<file path="src/rtl/parking_pkg.sv">
// Shared types and default constants for the parking entry keypad and controller.
package parking_pkg;

    typedef enum logic [2:0] {
        StIdle    = 3'd0,
        StCollect = 3'd1,
        StPresent = 3'd2,
        StDone    = 3'd3,
        StLockout = 3'd4
    } park_state_e;

    localparam int unsigned PARK_PASS_W      = 4;
    localparam int unsigned PARK_TIMEOUT     = 1000;
    localparam int unsigned PARK_GATE_WAIT   = 8;
    localparam int unsigned PARK_MAX_TRIES   = 3;
    localparam int unsigned PARK_LOCK_CYCLES = 5000;

    // System code; must be non-zero because pass reads all-zeros outside PRESENT.
    localparam logic [3:0] PARK_PASS_DEFAULT = 4'b1001;

    function automatic int unsigned park_max3(input int unsigned a, input int unsigned b,
                                              input int unsigned c);
        int unsigned m;
        m = (a > b) ? a : b;
        return (m > c) ? m : c;
    endfunction

endpackage

</file>
<file path="src/rtl/parking_cycle_timer.sv">
// Loadable down-counter; expire is high while the count reads 1.
module parking_cycle_timer #(
    parameter int unsigned WIDTH = 13
) (
    input  logic             clk,
    input  logic             reset,
    input  logic             load,
    input  logic [WIDTH-1:0] load_val,
    output logic             expire
);

    logic [WIDTH-1:0] count_q;

    always_ff @(posedge clk) begin
        if (!reset) begin
            count_q <= '0;
        end else if (load) begin
            count_q <= load_val;
        end else if (count_q != '0) begin
            count_q <= count_q - 1'b1;
        end
    end

    assign expire = (count_q == WIDTH'(1));

endmodule

</file>
<file path="src/rtl/parking_pass_entry.sv">
// Keypad front end: collects a serial password, presents it to the entry controller,
// counts failed attempts and enforces a timed lockout.
module parking_pass_entry
    import parking_pkg::*;
#(
    parameter int unsigned PASS_W      = PARK_PASS_W,
    parameter int unsigned TIMEOUT     = PARK_TIMEOUT,
    parameter int unsigned GATE_WAIT   = PARK_GATE_WAIT,
    parameter int unsigned MAX_TRIES   = PARK_MAX_TRIES,
    parameter int unsigned LOCK_CYCLES = PARK_LOCK_CYCLES,
    localparam int unsigned DW = $clog2(PASS_W + 1),
    localparam int unsigned TRW = $clog2(MAX_TRIES + 1)
) (
    input  logic              clk,
    input  logic              reset,
    input  logic              sensor,
    input  logic              key_stb,
    input  logic              key_bit,
    input  logic              key_clr,
    input  logic              gate_open,
    output logic [PASS_W-1:0] pass,
    output logic              pass_ready,
    output logic              locked,
    output logic [DW-1:0]     digit_cnt,
    output logic [TRW-1:0]    tries
);

    // Sized to hold the largest load value itself.
    localparam int unsigned TW = $clog2(park_max3(TIMEOUT, GATE_WAIT, LOCK_CYCLES) + 1);

    park_state_e       state_q, state_d;
    logic [PASS_W-1:0] shift_q, shift_d;
    logic [PASS_W-1:0] pass_q, pass_d;
    logic [DW-1:0]     digit_q, digit_d;
    logic [TRW-1:0]    tries_q, tries_d;
    logic              ready_q, locked_q;
    logic              tmr_load, tmr_expire;
    logic [TW-1:0]     tmr_val;

    parking_cycle_timer #(
        .WIDTH (TW)
    ) u_timer (
        .clk      (clk),
        .reset    (reset),
        .load     (tmr_load),
        .load_val (tmr_val),
        .expire   (tmr_expire)
    );

    always_comb begin
        state_d  = state_q;
        shift_d  = shift_q;
        pass_d   = pass_q;
        digit_d  = digit_q;
        tries_d  = tries_q;
        tmr_load = 1'b0;
        tmr_val  = '0;
        unique case (state_q)
            StIdle: begin
                if (sensor) begin
                    state_d  = StCollect;
                    shift_d  = '0;
                    digit_d  = '0;
                    tmr_load = 1'b1;
                    tmr_val  = TW'(TIMEOUT);
                end
            end
            StCollect: begin
                if (!sensor) begin
                    state_d = StIdle;
                    shift_d = '0;
                    digit_d = '0;
                end else if (key_clr) begin
                    shift_d  = '0;
                    digit_d  = '0;
                    tmr_load = 1'b1;
                    tmr_val  = TW'(TIMEOUT);
                end else if (key_stb) begin
                    shift_d  = {shift_q[PASS_W-2:0], key_bit};
                    tmr_load = 1'b1;
                    if (digit_q == DW'(PASS_W - 1)) begin
                        state_d = StPresent;
                        pass_d  = shift_d;
                        digit_d = '0;
                        tmr_val = TW'(GATE_WAIT);
                    end else begin
                        digit_d = digit_q + 1'b1;
                        tmr_val = TW'(TIMEOUT);
                    end
                end else if (tmr_expire) begin
                    shift_d  = '0;
                    digit_d  = '0;
                    tmr_load = 1'b1;
                    tmr_val  = TW'(TIMEOUT);
                end
            end
            StPresent: begin
                if (!sensor) begin
                    state_d = StIdle;
                    pass_d  = '0;
                    shift_d = '0;
                end else if (gate_open) begin
                    state_d = StDone;
                    pass_d  = '0;
                    tries_d = '0;
                end else if (tmr_expire) begin
                    pass_d   = '0;
                    shift_d  = '0;
                    tries_d  = (tries_q == TRW'(MAX_TRIES)) ? tries_q : tries_q + 1'b1;
                    tmr_load = 1'b1;
                    if (tries_d == TRW'(MAX_TRIES)) begin
                        state_d = StLockout;
                        tmr_val = TW'(LOCK_CYCLES);
                    end else begin
                        state_d = StCollect;
                        tmr_val = TW'(TIMEOUT);
                    end
                end
            end
            StDone: begin
                if (!sensor) begin
                    state_d = StIdle;
                end
            end
            StLockout: begin
                if (tmr_expire) begin
                    state_d = StIdle;
                    tries_d = '0;
                end
            end
            default: state_d = StIdle;
        endcase
    end

    always_ff @(posedge clk) begin
        if (!reset) begin
            state_q  <= StIdle;
            shift_q  <= '0;
            pass_q   <= '0;
            digit_q  <= '0;
            tries_q  <= '0;
            ready_q  <= 1'b0;
            locked_q <= 1'b0;
        end else begin
            state_q  <= state_d;
            shift_q  <= shift_d;
            pass_q   <= pass_d;
            digit_q  <= digit_d;
            tries_q  <= tries_d;
            ready_q  <= (state_d == StPresent);
            locked_q <= (state_d == StLockout);
        end
    end

    assign pass       = pass_q;
    assign pass_ready = ready_q;
    assign locked     = locked_q;
    assign digit_cnt  = digit_q;
    assign tries      = tries_q;

endmodule

</file>
<file path="config.mk">
export PLATFORM = sky130hd
export DESIGN_NAME = parking_pass_entry
export DESIGN_NICKNAME = d
export VERILOG_FILES = /design/src/rtl/parking_pkg.sv /design/src/rtl/parking_cycle_timer.sv /design/src/rtl/parking_pass_entry.sv
export SDC_FILE = /design/constraint.sdc
export NUM_CORES = 1
export LEC_CHECK = 0
export ABC_AREA = 1
export ABC_CLOCK_PERIOD_IN_PS = 1600
export CORE_MARGIN = 1
export CORE_UTILIZATION = 52
export CTS_CLUSTER_SIZE = 12
export DETAILED_ROUTE_END_ITERATION = 7
export HOLD_SLACK_MARGIN = 0.15
export PLACE_DENSITY = 0.8
export SLEW_MARGIN = 20
export SYNTH_ARGS = -nofsm -noshare
export SYNTH_HDL_FRONTEND = slang
export SYNTH_SLANG_ARGS = --single-unit
</file>
<file path="constraint.sdc">
create_clock -name clk -period 1.6 [get_ports clk]
set_input_delay 0.32 -clock clk [delete_from_list [all_inputs] [get_ports clk]]
set_output_delay 0.32 -clock clk [all_outputs]
set_load 0.1 [all_outputs]
</file>
==> impl_results.md <==
* Maximum VDD drop at 0.000739 V
* Setup crit start kind: flip-flop
* Final setup fails at 0
* Crit. End Element: flip-flop
* Placed cells at 339
* Placed Area at 2270 sq um
* Layout Nets at 321
* Core area at 3150 sq um
* PwrDens at 900 nW/um^2
* Non-filler instance count after layout at 355
* Post-Syn Instances at 260
* Data required, critical path at 1.88 ns
* CTS tree: yes
* Max Cap Viol at 0
* DRC Markers at 0
* Setup CP Type: flip-flop to flip-flop
* Via count at 1913
* TritonCTS buffer count at 5
* Post-Syn Area at 1780 sq um
* Drt wl/cell at 13.4 um
* IO Port Bufs at 17
* Initial antenna violation count at 0
* Total gr overflow at 0
* Total track usage at 25.9%
* Die area at 3650 sq um
* Mean number of vias per cell at 5.39
* Slew Viols, Final at 0
* Post-Route WL at 4.74 mm
* P_leak at 1.15 nW
* Io pins at 18
* Tightest hold margin at 0.492 ns
* F_max at 636 MHz
* Sequential fraction of the synthesis area at 33.8%
* Hold-fix buffers, CTS at 0
* Syn nets at 271
* Worst hold path type: flip-flop to flip-flop
* Least-Margin Pin Slew at 0.293 ns
* CTS Root Cell: clkbuf_4
* # rows at 20
* First-pass GRT wire length at 6.99 mm
* Final RePlAce weighted congestion at 0.895
* Antenna Cells at 0
* Final hold vios at 0
* Worst-path clk slew at 0.10 ns
* Critical Path Fanout Max at 6
* Avg Inst Size Synth at 6.83 sq um
* Cell taking the most area after synthesis: dfxtp_1
* Setup Skew at 0.00733 ns
* 1st-pass router iterations at 5
* Fin area at 2540 sq um
* CTS sink cnt at 30
* Top cell type's share of synthesized area at 33.8%
* Synthesis warning total at 0
* Die Y at 60.5 um
* Setup TNS Final at 0 ns
* Tcrit/Tclk final at 98.3%
* Die Width at 60.5 um
* Longest Clk Path Bufs at 2
* Max H-tree Level at 2
* Synth unique cells at 30
* Commonest non-fill, non-tap cell in the layout: nand2_1
* Outcome: completed
* Maximum number of pins on one net before global-route repair at 13
* Starting density of the core at 56.3%
* Post-DP HPWL at 3.18 mm
* Minimum clock period after layout at 1.57 ns
* Share of cells above drive strength 1 at 35.4%
* DRT iter0 DRCs at 133
* Synth-to-Final Area Change at 42.9%
* Arrival time of the worst setup path at 1.85 ns
* Most frequent cells in the layout: nand2_1, buf_4, nor2_1
* Synthesized flop and latch total at 30
* Clk_lat worst skew at 0.34 ns
* Vias in the first global route at 1627
* Worst relative slew slack at 80.4%
* Final ANT Viol Nets at 0
* Synth area leaders: dfxtp_1, nand2_1, nor2_1
-- metal layers --
| metal | global-route usage, % | up-vias | part of all wire [%] |
|---|---|---|---|
| li1 | - | 944 | - |
| met1 | 32.1 | 897 | 43 |
| met2 | 44.1 | 59 | 49 |
| met3 | 6.40 | 13 | 5.3 |
| met4 | 8.12 | 0 | 2.6 |
| met5 | 0 | - | 0 |
-- cell type report --
class                   instances  area (sq um)
clock buffers                   7          76.3
fillers                       215           614
multi-input cells             197          1150
clock inverters                 1          30.0
flip-flops and latches         30           618
repair buffers                 45           493
well taps                      44          55.1
inverters                      31           119
-- worst max-delay path, cell delays in order (launching register included) --
cell	delay, ns
dfxtp_2	0.35
inv_2	0.04
ha_2	0.16
nand2_2	0.08
nor2_4	0.05
nand2_4	0.10
nand2_4	0.07
nand2_4	0.10
inv_2	0.05
nor2_4	0.20
o21ai_0	0.16
a21oi_1	0.14
-- through the flow --
step / util, % / setup WS [ns] / total power [mW]
floorplan: - / 0.00972 / 1.27
global placement: 72.0 / -0.213 / 1.43
detailed placement: 72.0 / -0.276 / 1.44
CTS: 75.4 / 0.0188 / 2.19
global route: 80.5 / -0.0771 / 2.38
finish: 80.5 / 0.0274 / 2.28
-- kinds of logic (layout without fill, tap and decap cells) --
family | count (synthesis) | count (layout) | synth area share [%]
XOR/XNOR | 8 | 8 | 3.94
adder cells (fa/ha/maj) | 4 | 4 | 2.82
flip-flops | 30 | 30 | 33.8
AO/OA/AOI/OAI | 37 | 37 | 11.3
buffers and inverters | 33 | 84 | 7.39
AND/OR/NAND/NOR | 148 | 148 | 40.8
-- cells in the mapped netlist, drive strengths merged --
cell type / instances
o2111ai: 1
o21bai: 2
a31oi: 1
and3: 1
inv: 30
a21oi: 20
nand4: 7
o21ai: 11
clkbuf: 1
xnor2: 5
nand2: 71
a211oi: 2
xor2: 3
clkinv: 1
nor2: 43
dfxtp: 30
ha: 4
nor4: 1
buf: 1
nand3: 19
or2: 2
nor3: 4
-- sequential cells by signal, indices dropped and copies added (netlist names) --
signal           cells
pass                 4
shift_q              3
locked               1
digit_cnt            3
u_timer.count_q     13
tries                2
pass_ready           1
state_q              3
-- worst paths after layout --
kind / to / from / cells past startpoint / slack, ns
hold reg to reg: u_timer.count_q[0] / u_timer.count_q[0] / 2 / 0.49
setup / recovery: u_timer.count_q[5] / u_timer.count_q[1] / 11 / 0.03
setup reg to reg: u_timer.count_q[5] / u_timer.count_q[1] / 11 / 0.03
hold / removal: u_timer.count_q[0] / u_timer.count_q[0] / 2 / 0.49
-- power breakdown --
group	internal [mW]	leakage [nW]	total, mW	switching (mW)
sequential	0.801	0.249	0.865	0.0641
clock	0.467	0.0567	0.751	0.285
combinational	0.269	0.841	0.668	0.399
total	1.54	1.15	2.28	0.748
-- timing repair --
action | CTS | global route
hold endpoints to repair | 0 | 0
setup buffers | 0 | 8
setup endpoints to repair | 0 | 24
gates resized for setup | 0 | 38
Power figures use the tool's default switching activity.
